$ cat src/rtl/sync_event_filter.sv
// sync_event_filter: glitch filter for an already-synchronized level in the clk2 domain.
// The output level changes only after FILT_LEN consecutive samples of the new level.
// Produces one-cycle rise/fall strobes and a saturating count of qualified rising edges.
// Optional build macro GLITCH_CNT_EN adds a saturating count of rejected transitions.
module sync_event_filter #(
  parameter int unsigned FILT_LEN = 4,
  parameter int unsigned CNT_W    = 8,
  parameter int unsigned GCNT_W   = 8
) (
  input  logic              clk2,
  input  logic              rst2,
  input  logic              sync_in,
  input  logic              clr,
  output logic              filt_out,
  output logic              rise,
  output logic              fall,
  output logic [CNT_W-1:0]  edge_cnt,
`ifdef GLITCH_CNT_EN
  output logic [GCNT_W-1:0] glitch_cnt,
`endif
  output logic              cnt_sat
);

  // Qualification counter only has to hold 0..FILT_LEN.
  localparam int unsigned QW = $clog2(FILT_LEN + 1);

  typedef enum logic [1:0] {S_LOW, S_QH, S_HIGH, S_QL} state_e;

  localparam logic [CNT_W-1:0] CntMax = '1;

  state_e           r_state, w_state_d;
  logic [QW-1:0]    r_qcnt, w_qcnt_d, w_qcnt_inc;
  logic             r_filt, w_filt_d;
  logic             r_rise, w_rise_d;
  logic             r_fall, w_fall_d;
  logic             w_glitch;
  logic             w_qual_done;
  logic [CNT_W-1:0] r_edge_cnt, w_edge_inc;
  logic             r_cnt_sat;

  // In the stable states qcnt is 0, so the same "next sample completes" test also covers
  // FILT_LEN == 1, where the first differing sample commits immediately.
  assign w_qcnt_inc  = r_qcnt + QW'(1);
  assign w_qual_done = (w_qcnt_inc == QW'(FILT_LEN));
  assign w_edge_inc  = r_edge_cnt + CNT_W'(1);

  // Next-state and strobe decode for the stability filter.
  always_comb begin
    w_state_d = r_state;
    w_qcnt_d  = r_qcnt;
    w_filt_d  = r_filt;
    w_rise_d  = 1'b0;
    w_fall_d  = 1'b0;
    w_glitch  = 1'b0;
    unique case (r_state)
      S_LOW, S_QH: begin
        if (sync_in) begin
          if (w_qual_done) begin
            w_state_d = S_HIGH;
            w_qcnt_d  = '0;
            w_filt_d  = 1'b1;
            w_rise_d  = 1'b1;
          end else begin
            w_state_d = S_QH;
            w_qcnt_d  = w_qcnt_inc;
          end
        end else if (r_state == S_QH) begin
          w_state_d = S_LOW;
          w_qcnt_d  = '0;
          w_glitch  = 1'b1;
        end
      end
      S_HIGH, S_QL: begin
        if (!sync_in) begin
          if (w_qual_done) begin
            w_state_d = S_LOW;
            w_qcnt_d  = '0;
            w_filt_d  = 1'b0;
            w_fall_d  = 1'b1;
          end else begin
            w_state_d = S_QL;
            w_qcnt_d  = w_qcnt_inc;
          end
        end else if (r_state == S_QL) begin
          w_state_d = S_HIGH;
          w_qcnt_d  = '0;
          w_glitch  = 1'b1;
        end
      end
      default: begin
        w_state_d = S_LOW;
        w_qcnt_d  = '0;
      end
    endcase
  end

  // Filter state, filtered level and strobes; reset discards any partial qualification.
  always_ff @(posedge clk2) begin
    if (rst2) begin
      r_state <= S_LOW;
      r_qcnt  <= '0;
      r_filt  <= 1'b0;
      r_rise  <= 1'b0;
      r_fall  <= 1'b0;
    end else begin
      r_state <= w_state_d;
      r_qcnt  <= w_qcnt_d;
      r_filt  <= w_filt_d;
      r_rise  <= w_rise_d;
      r_fall  <= w_fall_d;
    end
  end

  // Saturating qualified-edge counter with sticky saturation flag; clr beats a coincident rise.
  always_ff @(posedge clk2) begin
    if (rst2) begin
      r_edge_cnt <= '0;
      r_cnt_sat  <= 1'b0;
    end else if (clr) begin
      r_edge_cnt <= '0;
      r_cnt_sat  <= 1'b0;
    end else if (w_rise_d && (r_edge_cnt != CntMax)) begin
      r_edge_cnt <= w_edge_inc;
      if (w_edge_inc == CntMax) begin
        r_cnt_sat <= 1'b1;
      end
    end
  end

`ifdef GLITCH_CNT_EN
  localparam logic [GCNT_W-1:0] GcntMax = '1;

  logic [GCNT_W-1:0] r_glitch_cnt;

  // Saturating count of rejected transitions; clr beats a coincident glitch.
  always_ff @(posedge clk2) begin
    if (rst2 || clr) begin
      r_glitch_cnt <= '0;
    end else if (w_glitch && (r_glitch_cnt != GcntMax)) begin
      r_glitch_cnt <= r_glitch_cnt + GCNT_W'(1);
    end
  end

  assign glitch_cnt = r_glitch_cnt;
`else
  // Glitch events and the counter width only matter when the glitch counter is built.
  logic w_unused_glitch;
  assign w_unused_glitch = w_glitch ^ GCNT_W[0];
`endif

  assign filt_out = r_filt;
  assign rise     = r_rise;
  assign fall     = r_fall;
  assign edge_cnt = r_edge_cnt;
  assign cnt_sat  = r_cnt_sat;

endmodule

$ cat config.mk
export PLATFORM = sky130hd
export DESIGN_NAME = sync_event_filter
export DESIGN_NICKNAME = d
export VERILOG_FILES = /design/src/rtl/sync_event_filter.sv
export SDC_FILE = /design/constraint.sdc
export NUM_CORES = 1
export LEC_CHECK = 0
export BUFFER_PORTS_ARGS = -buffer_cell sky130_fd_sc_hd__buf_2
export CAP_MARGIN = 20
export CORE_MARGIN = 10
export CORE_UTILIZATION = 57
export CTS_CLUSTER_SIZE = 20
export DETAILED_ROUTE_END_ITERATION = 7
export GPL_ROUTABILITY_DRIVEN = 1
export PLACE_DENSITY = 0.92
export SYNTH_ARGS = -nofsm -noshare
export SYNTH_HDL_FRONTEND = slang
export SYNTH_SLANG_ARGS = --single-unit
export TNS_END_PERCENT = 1
$ cat constraint.sdc
create_clock -name clk2 -period 3.8 [get_ports clk2]
set_clock_uncertainty 0.05 [all_clocks]
set_input_delay 1.14 -clock clk2 [delete_from_list [all_inputs] [get_ports clk2]]
set_output_delay 1.14 -clock clk2 [all_outputs]
set_load 0.005 [all_outputs]
==> flow_metrics.env, run 1 <==
export IMPL_cp_max_fo=12
export IMPL_synth_nets=108
export IMPL_start_util_pct=59.50
export IMPL_power_per_cell_area_nw_per_um2=301.2
export IMPL_synth_fa_ha_area_share_pct=5.650
export IMPL_fin_ws_ns=1.601
export IMPL_synth_top_family_by_area="simple AND/OR/NAND/NOR gates"
export IMPL_vias=778
export IMPL_final_max_slew_viol_count=0
export IMPL_postCtsSetupRepairBufs=0
export IMPL_cts_sinks=17
export IMPL_worstSetupStartpointType="primary input"
export IMPL_drive_gt1_share_pct=20.54
export IMPL_layout_commonest_cell="dfxtp_1"
export IMPL_numCtsBuffers=3
export IMPL_syn_avg_cell_area_um2=8.859
export IMPL_syn2layout_area_growth_pct=9.604
export IMPL_viasPerCell=6.078
export IMPL_die_w_um=59.42
export IMPL_synth_flop_cell="dfxtp_1"
export IMPL_pre_cts_slack_ns=1.313
export IMPL_synth_xor_area_share_pct=7.768
export IMPL_slowest_stage="or4_1"
export IMPL_rsz0062_at_grt="false"
export IMPL_worstHoldPathType="reg -> reg"
export IMPL_worstSkewPairLatency_ns=0.28
export IMPL_final_setup_viol_count=0
export IMPL_yosys_cell_types_count=33
export IMPL_htreeDepth=1
export IMPL_nets=121
export IMPL_criticalPathCategory="in -> reg"
export IMPL_gr_usage_all_layers_pct=11.01
export IMPL_fillers=130
export IMPL_grt_remaining_overflow=0
export IMPL_drt_iter0_drc=13
export IMPL_final_cell_mix="17 x dfxtp_1, 15 x buf_2, 11 x a21oi_1, 7 x nor2_1, 6 x nand2_1"
export IMPL_synth_cells=100
export IMPL_irDropWorstVdd_uv=227.5
export IMPL_rows=14
export IMPL_drv_cap=0
export IMPL_grt_max_degree=13
export IMPL_hold_buffers=0
export IMPL_wl_um=1784
export IMPL_postRouteAntennaNets=0
export IMPL_drt_pass1_iterations=4
export IMPL_hold_violations=0
export IMPL_cts_tree="yes"
export IMPL_path_buf_inv=1
export IMPL_period_share_pct=57.88
export IMPL_status="finished, final reports clean"
export IMPL_grt_pass1_vias=725
export IMPL_synth_edf_count=0
export IMPL_die_area_um2=3531
export IMPL_synth_compound_area_share_pct=16.67
export IMPL_critPathArrivalTime_ns=2.36
export IMPL_cts_path_max_buffers=2
export IMPL_post_route_min_period_ns=2.199
export IMPL_ys_warn_count=0
export IMPL_cp_required_ns=3.96
export IMPL_cts_resized=0
export IMPL_die_y_um=59.42
export IMPL_place_congestion=0.8458
export IMPL_grt_pass1_wl_um=3084
export IMPL_path_cells="buf_2 -> nand4b_2 -> or4_1 -> o31ai_1"
export IMPL_synthArstFlopShare_pct=0
export IMPL_tightest_slew_ns=0.3315
export IMPL_slowest_delay_ns=0.59
export IMPL_ys_ff_latch=17
export IMPL_cts_root_buffer="clkbuf_4"
export IMPL_antenna_cells=0
export IMPL_yosysSeqAreaShare_pct=38.42
export IMPL_leakage_nw=0.4094
export IMPL_antenna_found_initial=0
export IMPL_path_clk_slew_ns=0.09
export IMPL_core_um2=1489
export IMPL_netlist_area_um2=885.9
export IMPL_synth_mux_area_share_pct=0
export IMPL_dpl_hpwl_um=1353
export IMPL_wire_per_inst_um=13.94
export IMPL_relSlewSlack_pct=77.88
export IMPL_crit_family="simple AND/OR/NAND/NOR gates"
export IMPL_port_buffers=15
export IMPL_tns_ns=0
export IMPL_endpoint_kind="register"
export IMPL_synthSimpleGateAreaFrac_pct=26.55
export IMPL_fmax_ghz=0.4547
export IMPL_drc=0
export IMPL_num_io_pins=16
final cells by class:
class	count	area, um2	share of cell area, %
Inverter	2	7.507	0.7732
Clock buffer	4	26.28	2.706
Sequential cell	17	340.3	35.05
Timing Repair Buffer	15	75.07	7.732
Tap cell	16	20.02	2.062
Multi-Input combinational cell	74	501.7	51.68
flip-flops by register name, summed over array words and instances, names as in the netlist:
register and cells:
r_state 2, filt_out 1, rise 1, edge_cnt 8, fall 1, r_qcnt 3, cnt_sat 1
tightest hold or removal path: cells and delay by family (launching register included):
family / cells / cell delay (ns)
compound gates: 1 / 0.05
flops: 1 / 0.32
simple gates: 1 / 0.05
Yosys cell counts, drive strengths merged (3+ instances only):
| master | count | area (um2) |
|---|---|---|
| a21oi | 11 | 55.05 |
| clkbuf | 6 | 25.02 |
| dfxtp | 17 | 340.3 |
| ha | 4 | 50.05 |
| nand2 | 6 | 22.52 |
| nand3 | 5 | 25.02 |
| nor2 | 7 | 26.28 |
| o21ai | 3 | 15.01 |
| o31ai | 4 | 30.03 |
| or4 | 4 | 30.03 |
| xnor2 | 4 | 35.03 |
| xor2 | 3 | 33.79 |
worst paths after layout:
path                  start      end  slack [ns]  cells past startpoint
setup / recovery    sync_in  cnt_sat        1.60                      4
hold / removal      cnt_sat  cnt_sat        0.41                      2
setup reg to reg  r_qcnt[0]  cnt_sat        1.61                      5
hold reg to reg     cnt_sat  cnt_sat        0.41                      2
metal layers:
metal  part of all wire (%)  wire, um  GRT usage [%]  vias up
li1                       -         -              -      390
met1                     48       860          12.96      367
met2                     44       792          17.24       17
met3                    5.5        98          3.433        4
met4                    1.8        32          5.902        0
met5                      0         0              0        -
cell families after synthesis:
| logic type | count (synthesis) |
|---|---|
| buf+inv | 9 |
| compound gates | 24 |
| simple gates | 39 |
| xor+xnor | 7 |
| fa+ha+maj | 4 |
| flops | 17 |
power by group:
group	internal [mW]	total, mW	switching [mW]
registers	0.180	0.182	0.00183
logic	0.00577	0.0151	0.00934
clock network	0.0408	0.0951	0.0543
per-stage QoR:
stage               cells  cell area (um2)  util (%)  total power [mW]  hold slack, ns
floorplan             100            885.9         -            0.1979          0.3995
global placement      124            944.7     63.45            0.2008          0.4007
detailed placement    124            944.7     63.45            0.2016          0.3973
CTS                   128            970.9     65.21            0.2947          0.4152
global route          128            970.9     65.21            0.3037          0.4528
finish                128            970.9     65.21            0.2925          0.4115
Note: power is estimated with default switching activity, not from simulation.
==> run 2, diff against run 1 <==
--- a/config.mk
+++ b/config.mk
@@ -8,11 +8,11 @@
 export BUFFER_PORTS_ARGS = -buffer_cell sky130_fd_sc_hd__buf_2
 export CAP_MARGIN = 20
 export CORE_MARGIN = 10
-export CORE_UTILIZATION = 57
+export CORE_UTILIZATION = 53
 export CTS_CLUSTER_SIZE = 20
 export DETAILED_ROUTE_END_ITERATION = 7
 export GPL_ROUTABILITY_DRIVEN = 1
-export PLACE_DENSITY = 0.92
+export PLACE_DENSITY = 0.87
 export SYNTH_ARGS = -nofsm -noshare
 export SYNTH_HDL_FRONTEND = slang
 export SYNTH_SLANG_ARGS = --single-unit
==> constraint.sdc (replaced) <==
create_clock -name clk2 -period 2.2 [get_ports clk2]
set_clock_uncertainty 0.05 [all_clocks]
set_input_delay 0.66 -clock clk2 [delete_from_list [all_inputs] [get_ports clk2]]
set_output_delay 0.66 -clock clk2 [all_outputs]
set_load 0.005 [all_outputs]
==> run 2 against run 1 <==
Effect of this change: clock-buffer cell count stayed put; register-to-register slack worse by 1.4 ns; combinational power is 81% higher; via count stayed put; sequential cell count stayed put; total power is 76% higher; critical path type is now reg -> reg; wire length is 5.4% higher; first-iteration DRC count is 92% higher.
==> flow_metrics.env, run 2 (same netlist as run 1, synthesis figures left out) <==
export IMPL_power_total_mw=0.5133
export IMPL_relSlewSlack_pct=78.18
export IMPL_final_cell_area_um2=978.4
export IMPL_drt_iter0_drc=25
export IMPL_tns_ns=0
export IMPL_hold_violations=0
export IMPL_criticalPathCategory="reg -> reg"
export IMPL_met2_usage_pct=18.34
export IMPL_port_buffers=15
export IMPL_die_w_um=60.88
export IMPL_hold_worst_slack_ns=0.4182
export IMPL_die_y_um=60.88
export IMPL_tightest_slew_ns=0.3231
export IMPL_cp_depth=5
export IMPL_drc=0
export IMPL_path_clk_slew_ns=0.10
export IMPL_cts_tree="yes"
export IMPL_swShare_pct=23.47
export IMPL_p_seq_share_pct=61.3
export IMPL_slowest_delay_ns=0.59
export IMPL_cp_required_ns=2.37
export IMPL_core_um2=1541
export IMPL_post_route_min_period_ns=1.992
export IMPL_numCtsBuffers=3
export IMPL_drv_cap=0
export IMPL_postRouteAntennaNets=0
export IMPL_worstSkewPairLatency_ns=0.30
export IMPL_drt_pass1_iterations=4
export IMPL_irDropWorstVdd_uv=319.0
export IMPL_die_area_um2=3706
export IMPL_hold_buffers=0
export IMPL_r2r_cells=5
export IMPL_num_io_pins=16
export IMPL_fmax_ghz=0.5019
export IMPL_slowest_stage="or4_1"
export IMPL_status="finished, final reports clean"
export IMPL_rows=14
export IMPL_cts_resized=0
export IMPL_gr_usage_all_layers_pct=11.21
export IMPL_postCtsSetupRepairBufs=0
export IMPL_grt_pass1_wl_um=3249
export IMPL_path_buf_inv=0
export IMPL_antenna_cells=0
export IMPL_p_int_mw=0.3928
export IMPL_grt_pass1_vias=778
export IMPL_cts_root_buffer="clkbuf_4"
export IMPL_nets=122
export IMPL_power_frac_comb_pct=5.3
export IMPL_final_max_slew_viol_count=0
export IMPL_use_met1_pct=12.80
export IMPL_syn2layout_area_growth_pct=10.45
export IMPL_rr_endpoint="cnt_sat"
export IMPL_rsz0062_at_grt="false"
export IMPL_worstSetupEndpoint="cnt_sat"
export IMPL_cts_path_max_buffers=2
export IMPL_dpl_hpwl_um=1413
export IMPL_largest_register_ffs=8
export IMPL_wire_per_inst_um=14.57
export IMPL_antenna_found_initial=0
export IMPL_cp_startpoint="r_qcnt[0]"
export IMPL_cts_sinks=17
export IMPL_grt_remaining_overflow=0
export IMPL_grt_busiest_layer="met2"
export IMPL_wl_um=1880
export IMPL_final_cell_mix="17 x dfxtp_1, 15 x buf_2, 11 x a21oi_1, 7 x nor2_1, 6 x nand2_1"
export IMPL_grt_max_degree=13
export IMPL_cp_max_fo=12
export IMPL_htreeDepth=1
export IMPL_fin_ws_ns=0.2075
export IMPL_crit_family="simple AND/OR/NAND/NOR gates"
export IMPL_final_setup_viol_count=0
export IMPL_layout_commonest_cell="dfxtp_1"
export IMPL_placed_area_um2=952.2
export IMPL_endpoint_kind="register"
export IMPL_r2r_start="r_qcnt[0]"
export IMPL_drive_gt1_share_pct=21.24
export IMPL_worstHoldPathType="reg -> reg"
export IMPL_power_per_cell_area_nw_per_um2=524.6
export IMPL_place_congestion=0.8183
export IMPL_viasPerCell=6.031
export IMPL_met3_usage_pct=3.340
export IMPL_start_util_pct=57.47
export IMPL_period_share_pct=90.57
export IMPL_pre_cts_slack_ns=0.2003
export IMPL_leakage_nw=0.4148
export IMPL_clockPowerShare_pct=33.4
export IMPL_worstSetupStartpointType="register"
export IMPL_power_switching_mw=0.1205
export IMPL_path_cells="ha_1 -> xor2_2 -> nand4b_2 -> or4_1 -> o31ai_1"
export IMPL_critPathArrivalTime_ns=2.16
export IMPL_vias=778
export IMPL_rrSetupSlack_ns=0.21
[run 2: layer usage]
metal  vias up  share of wire, %
li1        394                 -
met1       360                48
met2        20                45
met3         4               5.2
met4         0               1.3
met5         -                 0
[run 2: stage by stage]
| step | cells | utilization [%] |
|---|---|---|
| 5_1_grt | 129 | 63.47 |
| 4_1_cts | 129 | 63.47 |
| 3_3_place_gp | 125 | 61.77 |
| 6_report | 129 | 63.47 |
| 2_1_floorplan | 100 | - |
| 3_5_place_dp | 125 | 61.77 |
[run 2: power groups by stage]
stage	registers (mW)	logic, mW	clock network, mW
after global routing	0.316	0.0304	0.187
after global placement	0.322	0.0264	0
final	0.315	0.0273	0.171
after floorplan	0.321	0.0204	0
after CTS	0.315	0.0273	0.175
after detailed placement	0.322	0.0272	0
[run 2: area by class of cell]
class | instances | area, um2
repair buffers | 16 | 82.58
fillers | 136 | 563.0
multi-input cells | 74 | 501.7
inverters | 2 | 7.507
clock buffers | 4 | 26.28
well taps | 16 | 20.02
flip-flops and latches | 17 | 340.3
[run 2: worst min path at each step]
stage / start / to / depth (start not counted)
3_3_place_gp: cnt_sat / cnt_sat / 2
5_1_grt: cnt_sat / cnt_sat / 2
6_report: cnt_sat / cnt_sat / 2
4_1_cts: cnt_sat / cnt_sat / 2
2_1_floorplan: cnt_sat / cnt_sat / 2
3_5_place_dp: cnt_sat / cnt_sat / 2
[run 2: worst min-delay path: stages (launching register included)]
cell and delay (ns):
dfxtp_1 0.33, nand2_1 0.05, o31ai_1 0.05
